===== config.mk =====
export PLATFORM = sky130hd
export DESIGN_NAME = frame_stream_tx
export DESIGN_NICKNAME = d
export VERILOG_FILES = /design/src/rtl/frame_stream_tx_pkg.sv /design/src/rtl/frame_stream_tx_blank_timer.sv /design/src/rtl/frame_stream_tx.sv
export SDC_FILE = /design/constraint.sdc
export NUM_CORES = 1
export LEC_CHECK = 0
export ABC_AREA = 1
export CAP_MARGIN = 25
export CORE_ASPECT_RATIO = 1.1
export CORE_UTILIZATION = 52
export CTS_CLUSTER_DIAMETER = 40
export DETAILED_ROUTE_END_ITERATION = 8
export GPL_TIMING_DRIVEN = 0
export PLACE_DENSITY = 0.77
export SETUP_SLACK_MARGIN = 0.1
export SLEW_MARGIN = 20
export SYNTH_ARGS = -nofsm -noshare
export SYNTH_HDL_FRONTEND = slang
export SYNTH_SLANG_ARGS = --single-unit

===== constraint.sdc =====
create_clock -name clk -period 1.5 [get_ports clk]
set_input_delay 0.45 -clock clk [delete_from_list [all_inputs] [get_ports clk]]
set_output_delay 0.45 -clock clk [all_outputs]
set_load 0.01 [all_outputs]

===== src/rtl/frame_stream_tx_pkg.sv =====
// Shared definitions for the pixel stream transmit path: FSM encodings, pixel layout, width helpers.
package frame_stream_tx_pkg;

   localparam int PIX_W = 24;
   localparam int CH_W  = 8;

   // Channel index = byte position inside the pixel, highest index in the MSBs
   localparam int CH_B = 0;
   localparam int CH_G = 1;
   localparam int CH_R = 2;

   localparam logic [1:0] IDLE   = 2'd0;
   localparam logic [1:0] ACTIVE = 2'd1;
   localparam logic [1:0] HBLANK = 2'd2;
   localparam logic [1:0] VBLANK = 2'd3;

   function automatic int cnt_w(input int n);
      return (n <= 1) ? 1 : $clog2(n);
   endfunction

   function automatic logic [PIX_W-1:0] pix_rgb(input logic [CH_W-1:0] r,
                                                input logic [CH_W-1:0] g,
                                                input logic [CH_W-1:0] b);
      logic [PIX_W-1:0] p;
      p = '0;
      p[CH_R*CH_W +: CH_W] = r;
      p[CH_G*CH_W +: CH_W] = g;
      p[CH_B*CH_W +: CH_W] = b;
      return p;
   endfunction

endpackage


===== src/rtl/frame_stream_tx_blank_timer.sv =====
// Down-counter for line/frame blanking: start loads the count, done pulses on the last blank cycle.
// Latency: done is high in the load-th cycle after start; no backpressure.
module frame_stream_tx_blank_timer #(
   parameter int W = 8
) (
   input  logic         clk,
   input  logic         rst_n,
   input  logic         start,
   input  logic [W-1:0] load,
   output logic         done
);

   logic [W-1:0] cnt;

   always_ff @(posedge clk or negedge rst_n) begin
      if (!rst_n) begin
         cnt <= '0;
      end else if (start) begin
         cnt <= load;
      end else if (cnt != '0) begin
         cnt <= cnt - W'(1);
      end
   end

   assign done = (cnt == W'(1));

endmodule


===== src/rtl/frame_stream_tx.sv =====
// Drains a 1-cycle-latency pixel FIFO into WIDTH*HEIGHT-pixel frames with line and frame blanking.
// Latency: fifo_rd_en -> dst_valid two edges; no backpressure, reads stall only while fifo_empty.
module frame_stream_tx
   import frame_stream_tx_pkg::*;
#(
   parameter int WIDTH   = 1920,
   parameter int HEIGHT  = 1080,
   parameter int H_BLANK = 16,
   parameter int V_BLANK = 64
) (
   input  logic             clk,
   input  logic             rst_n,
   input  logic             enable,
   input  logic             fifo_empty,
   output logic             fifo_rd_en,
   input  logic [PIX_W-1:0] fifo_rd_data,
   output logic             dst_valid,
   output logic [PIX_W-1:0] dst_data,
   output logic             dst_last,
   output logic             busy
);

   localparam int XW        = cnt_w(WIDTH);
   localparam int YW        = cnt_w(HEIGHT);
   localparam int BLANK_MAX = (H_BLANK > V_BLANK) ? H_BLANK : V_BLANK;
   localparam int BW        = cnt_w(BLANK_MAX + 1);

   logic [1:0]    state;
   logic [1:0]    state_nxt;
   logic [XW-1:0] x;
   logic [YW-1:0] y;
   logic          line_end;
   logic          frame_end;
   logic          tmr_start;
   logic [BW-1:0] tmr_load;
   logic          tmr_done;
   logic          s1_vld;
   logic          s1_last;

   assign line_end   = (x == XW'(WIDTH - 1));
   assign frame_end  = line_end && (y == YW'(HEIGHT - 1));
   assign fifo_rd_en = (state == ACTIVE) && !fifo_empty;

   always_comb begin
      state_nxt = state;
      tmr_start = 1'b0;
      tmr_load  = '0;
      case (state)
         IDLE: begin
            if (enable) state_nxt = ACTIVE;
         end
         ACTIVE: begin
            if (fifo_rd_en && line_end) begin
               if (frame_end) begin
                  state_nxt = VBLANK;
                  tmr_start = 1'b1;
                  tmr_load  = BW'(V_BLANK);
               end else if (H_BLANK != 0) begin
                  state_nxt = HBLANK;
                  tmr_start = 1'b1;
                  tmr_load  = BW'(H_BLANK);
               end
            end
         end
         HBLANK: begin
            if (tmr_done) state_nxt = ACTIVE;
         end
         VBLANK: begin
            if (tmr_done) state_nxt = IDLE;
         end
         default: state_nxt = IDLE;
      endcase
   end

   frame_stream_tx_blank_timer #(
      .W (BW)
   ) u_blank_timer (
      .clk   (clk),
      .rst_n (rst_n),
      .start (tmr_start),
      .load  (tmr_load),
      .done  (tmr_done)
   );

   always_ff @(posedge clk or negedge rst_n) begin
      if (!rst_n) begin
         state <= IDLE;
         x     <= '0;
         y     <= '0;
         busy  <= 1'b0;
      end else begin
         state <= state_nxt;
         if ((state == IDLE) && enable) begin
            x    <= '0;
            y    <= '0;
            busy <= 1'b1;
         end else if (fifo_rd_en) begin
            if (line_end) begin
               x <= '0;
               y <= frame_end ? '0 : y + YW'(1);
            end else begin
               x <= x + XW'(1);
            end
         end
         if ((state == VBLANK) && tmr_done) busy <= 1'b0;
      end
   end

   // Stage 1 lines up with the FIFO's read latency; stage 2 captures the returned pixel.
   always_ff @(posedge clk or negedge rst_n) begin
      if (!rst_n) begin
         s1_vld    <= 1'b0;
         s1_last   <= 1'b0;
         dst_valid <= 1'b0;
         dst_data  <= '0;
         dst_last  <= 1'b0;
      end else begin
         s1_vld    <= fifo_rd_en;
         s1_last   <= fifo_rd_en && frame_end;
         dst_valid <= s1_vld;
         dst_last  <= s1_last;
         if (s1_vld) dst_data <= fifo_rd_data;
      end
   end

endmodule

==> results of run 1 <==
Yosys cell counts (2+ instances only):
cell type / number
nand2_1: 64
dfrtp_1: 60
inv_1: 30
nor2_1: 30
mux2_2: 24
nand3_1: 23
o21ai_0: 12
xor2_1: 9
o21ai_2: 6
a21oi_1: 5
ha_1: 5
nor3_1: 4
nor2_2: 3
nor2_4: 3
buf_2: 2
buf_6: 2
nand2_2: 2
xnor2_1: 2
timing repair:
action                     CTS  global route
setup buffers               21            13
resized for setup          134            45
pin swaps                   29            22
hold endpoints to repair    12             0
cloned                       2             1
setup endpoints to repair   57            44
hold buffers                 1             0
stage by stage:
stage / worst slack [ns] / setup TNS (ns) / instance area [um2] / utilization / std cells
6_report: -0.0769 / -0.450 / 4190 / 0.781 / 483
5_1_grt: -0.163 / -1.65 / 4190 / 0.781 / 483
4_1_cts: -0.0669 / -0.0669 / 4030 / 0.752 / 470
3_5_place_dp: -0.662 / -7.93 / 3560 / 0.664 / 431
3_3_place_gp: -1.94 / -123.23 / 3530 / 0.659 / 430
2_1_floorplan: 0.131 / 0 / 2890 / - / 300
path summary, 6_finish.rpt:
path,startpoint,end,slack (ns)
worst max-delay path,state[0],fifo_rd_en,-0.08
worst min-delay path,s1_last,dst_last,0.35
worst max register to register,state[0],x[7],-0.06
worst min register to register,s1_last,dst_last,0.35
max in group asynchronous,rst_n,x[8],0.50
min in group asynchronous,rst_n,dst_data[7],0.53
flip-flops by register name, summed over array words and instances (netlist names), 2 cells and up:
register	cells
dst_data	24
state	2
u_blank_timer.cnt	7
x	11
y	11
layout make-up:
type | count | area [um2] | area share
clock inverters | 5 | 100 | 0.0239
inverters | 33 | 131 | 0.0314
well taps | 75 | 93.8 | 0.0224
plain buffers | 5 | 45.0 | 0.0108
flip-flops and latches | 60 | 1500 | 0.359
repair buffers | 92 | 746 | 0.178
clock buffers | 10 | 138 | 0.0329
multi-input cells | 203 | 1430 | 0.342
layer usage:
metal  part of all wire  vias to the layer above  track usage  wire [um]
met4              0.034                        0        0.131        255
met3              0.071                       30       0.0778        542
met5                  0                        -            0          0
met2               0.50                      116        0.409       3770
met1               0.40                     1215        0.290       3030
li1                   -                     1180            -          -
worst register-to-register path: cells and delay by family, from the launching register on:
kind / cells / cell delay [ns]
flops: 1 / 0.39
compound gates: 1 / 0.25
simple gates: 4 / 0.46
buf+inv: 4 / 0.39
cells by family after synthesis:
family                   after synthesis  synth area share
AO/OA/AOI/OAI                         28            0.0650
XOR/XNOR                              11            0.0334
adder cells (fa/ha/maj)                5            0.0217
buffers and inverters                 38            0.0568
flip-flops                            60             0.520
multiplexers                          24            0.0936
AND/OR/NAND/NOR                      134             0.210
power by group through the flow:
| stage | clock network, mW | logic (mW) | registers, mW |
|---|---|---|---|
| after global routing | 1.87 | 0.125 | 1.62 |
| after detailed placement | 0 | 0.112 | 1.65 |
| after CTS | 1.79 | 0.116 | 1.62 |
| final | 1.75 | 0.114 | 1.62 |
| after global placement | 0 | 0.103 | 1.65 |
| after floorplan | 0 | 0.00180 | 1.65 |
==> results.txt, run 1 <==
- The flow ran to the end, but the final reports show violations.
- Violations in the final reports: setup timing
- Vias per cell: 5.26
- Data on the critical path is required at its endpoint by 1.05 ns.
* Final worst slack: -0.0769 ns
- Gr ovfl total: 0
- Dividing the detail-routed wire length by the instance count gives 15.7 um.
- Post-synth ARST share: 1.00
* Vias in the first global route: 2433
- Total of buffers placed on input and output ports: 55
* Critical path's largest stage delay: 0.39 ns
- Count of final setup violators: 12
- I/O Pins: 56
- Clock tree root driver cell: clkbuf_8
* Cell-internal power: 2.82 mW
- Maximum vdd drop: 666 uV
* Starting Density: 0.539
* Overall die width: 73.1 um
- Via count: 2541
- The share of the Yosys chip area taken by registers is 0.520.
- Period Utilization, post-route: 1.05
* Post-Syn Instances: 300
* Cell accounting for the most synthesized area: dfrtp_1
* CTS Buffer Depth: 2
* Residual DRC count: 0
- In this run the worst path has a maximum fanout of 2.
- Slew Limit Fails: 0
- Detailed placement ended at an HPWL of 4100 um.
- Clock tree synthesis found a total of 60 sinks.
- Final ANT Viol Nets: 0
- After synthesis, the mean cell area works out to 9.63 um2.
- 0 antenna diodes ended up in the layout.
- Data arrives at the worst endpoint at 1.13 ns.
* Number of cells on the worst hold path: 0
- The critical path runs through a total of 5 cells.
- Based on the critical path, the design can be clocked at up to 0.634 GHz.
- Max H-tree Level: 3
- Setup repair after global routing could not meet its margin everywhere.
- Pwr dens: 832 nW/um2
* Clock skew after layout: 0.00517 ns
- In this run the worst hold path is classified as flip-flop to flip-flop.
- In the final layout, the share of cells above drive strength 1 is 0.409.
- Maximum number of pins on one net before global-route repair: 49
- Routability-driven placement finished with a final weighted congestion of 0.877.
- After clock tree synthesis, the clock-pin slew on the worst setup and hold paths is 0.06 ns.
- Net switching fraction of the power: 0.190
- Crit path time final: 1.58 ns
- The signal on the critical path passes through inv_2 > nor2_4 > nand2_4 > clkinv_4 > buf_6.
- Cell count of the worst reg-to-reg path: 9
- Number of synthesized register bits: 60
* Area of the die: 5860 um2
* Clock share of power: 0.503
- Pwr Total: 3.48 mW
* Critical path's slowest cell: dfrtp_1
- Clock tree synthesis inserted a total of 9 buffers.
* Synthesized cell area: 2890 um2
- Post-Syn Nets: 333
* Leakage power of the design: 2.16 nW
- Violation count after the first detailed-route iteration: 138
* Yosys warning count: 0
* Critical path capture point type: output pin
- The final hold violation count came to 0.
- TritonCTS built the clock tree.
* Top-area cell type share of the netlist area: 0.520
- Most frequent cells in the layout: dfrtp_1, nand2_1, buf_4
* Tightest slew margin relative to the limit: 0.781
- At the pin with the least slew margin, the transition time is 0.326 ns.
* Count of cell types in the netlist: 32
- STA classifies the critical path startpoint as a flip-flop.
- Counting flops with a built-in enable in the synthesized netlist gives 0.
* Nets: 437
- Kind of cell adding the most delay to the critical path: flip-flops
- Across the run, the number of max-cap violations was 0.
- Leaving out fill and tap cells, the most frequent cell in the layout is dfrtp_1.
- Fraction of power consumed by combinational cells: 0.033
* Filler cells: 346
* Total core area: 5360 um2
* Number of antenna violations at the first check in global routing: 0
- Sequential cell fraction of total power: 0.464
- Among all flip-flop cells after synthesis, the most frequent one is dfrtp_1.
* Total routed wirelength: 7600 um
- The first detailed-routing pass ran for 4 iterations.
* Wire length of the first global-routing pass: 10900 um
- Hold_ws: 0.353 ns
- Number of cell rows: 28
- Area growth from synthesis to final layout: 45.0%
* Total buffers and inverters traversed by the critical path: 3
* Combined global-route utilization of all metal layers: 0.250
- Clock latency reported for the late side of the worst-skew pair: 0.34 ns
- The critical path is of the flip-flop to output pin type.
- Summed over all nets, the switching power comes to 0.663 mW.
- Yosys attributes the largest share of cell area to dfrtp_1, mux2_2, nand2_1.
* Height of the die: 80.2 um
(Power assumes the default switching activity.)
==> inputs of run 2 (changes only) <==
--- a/config.mk
+++ b/config.mk
@@ -13,6 +13,7 @@
 export DETAILED_ROUTE_END_ITERATION = 8
 export GPL_TIMING_DRIVEN = 0
 export PLACE_DENSITY = 0.77
+export RECOVER_POWER = 100
 export SETUP_SLACK_MARGIN = 0.1
 export SLEW_MARGIN = 20
 export SYNTH_ARGS = -nofsm -noshare
==> results of run 2 <==
Final layout, timing and power as in run 1 (identical DEF).
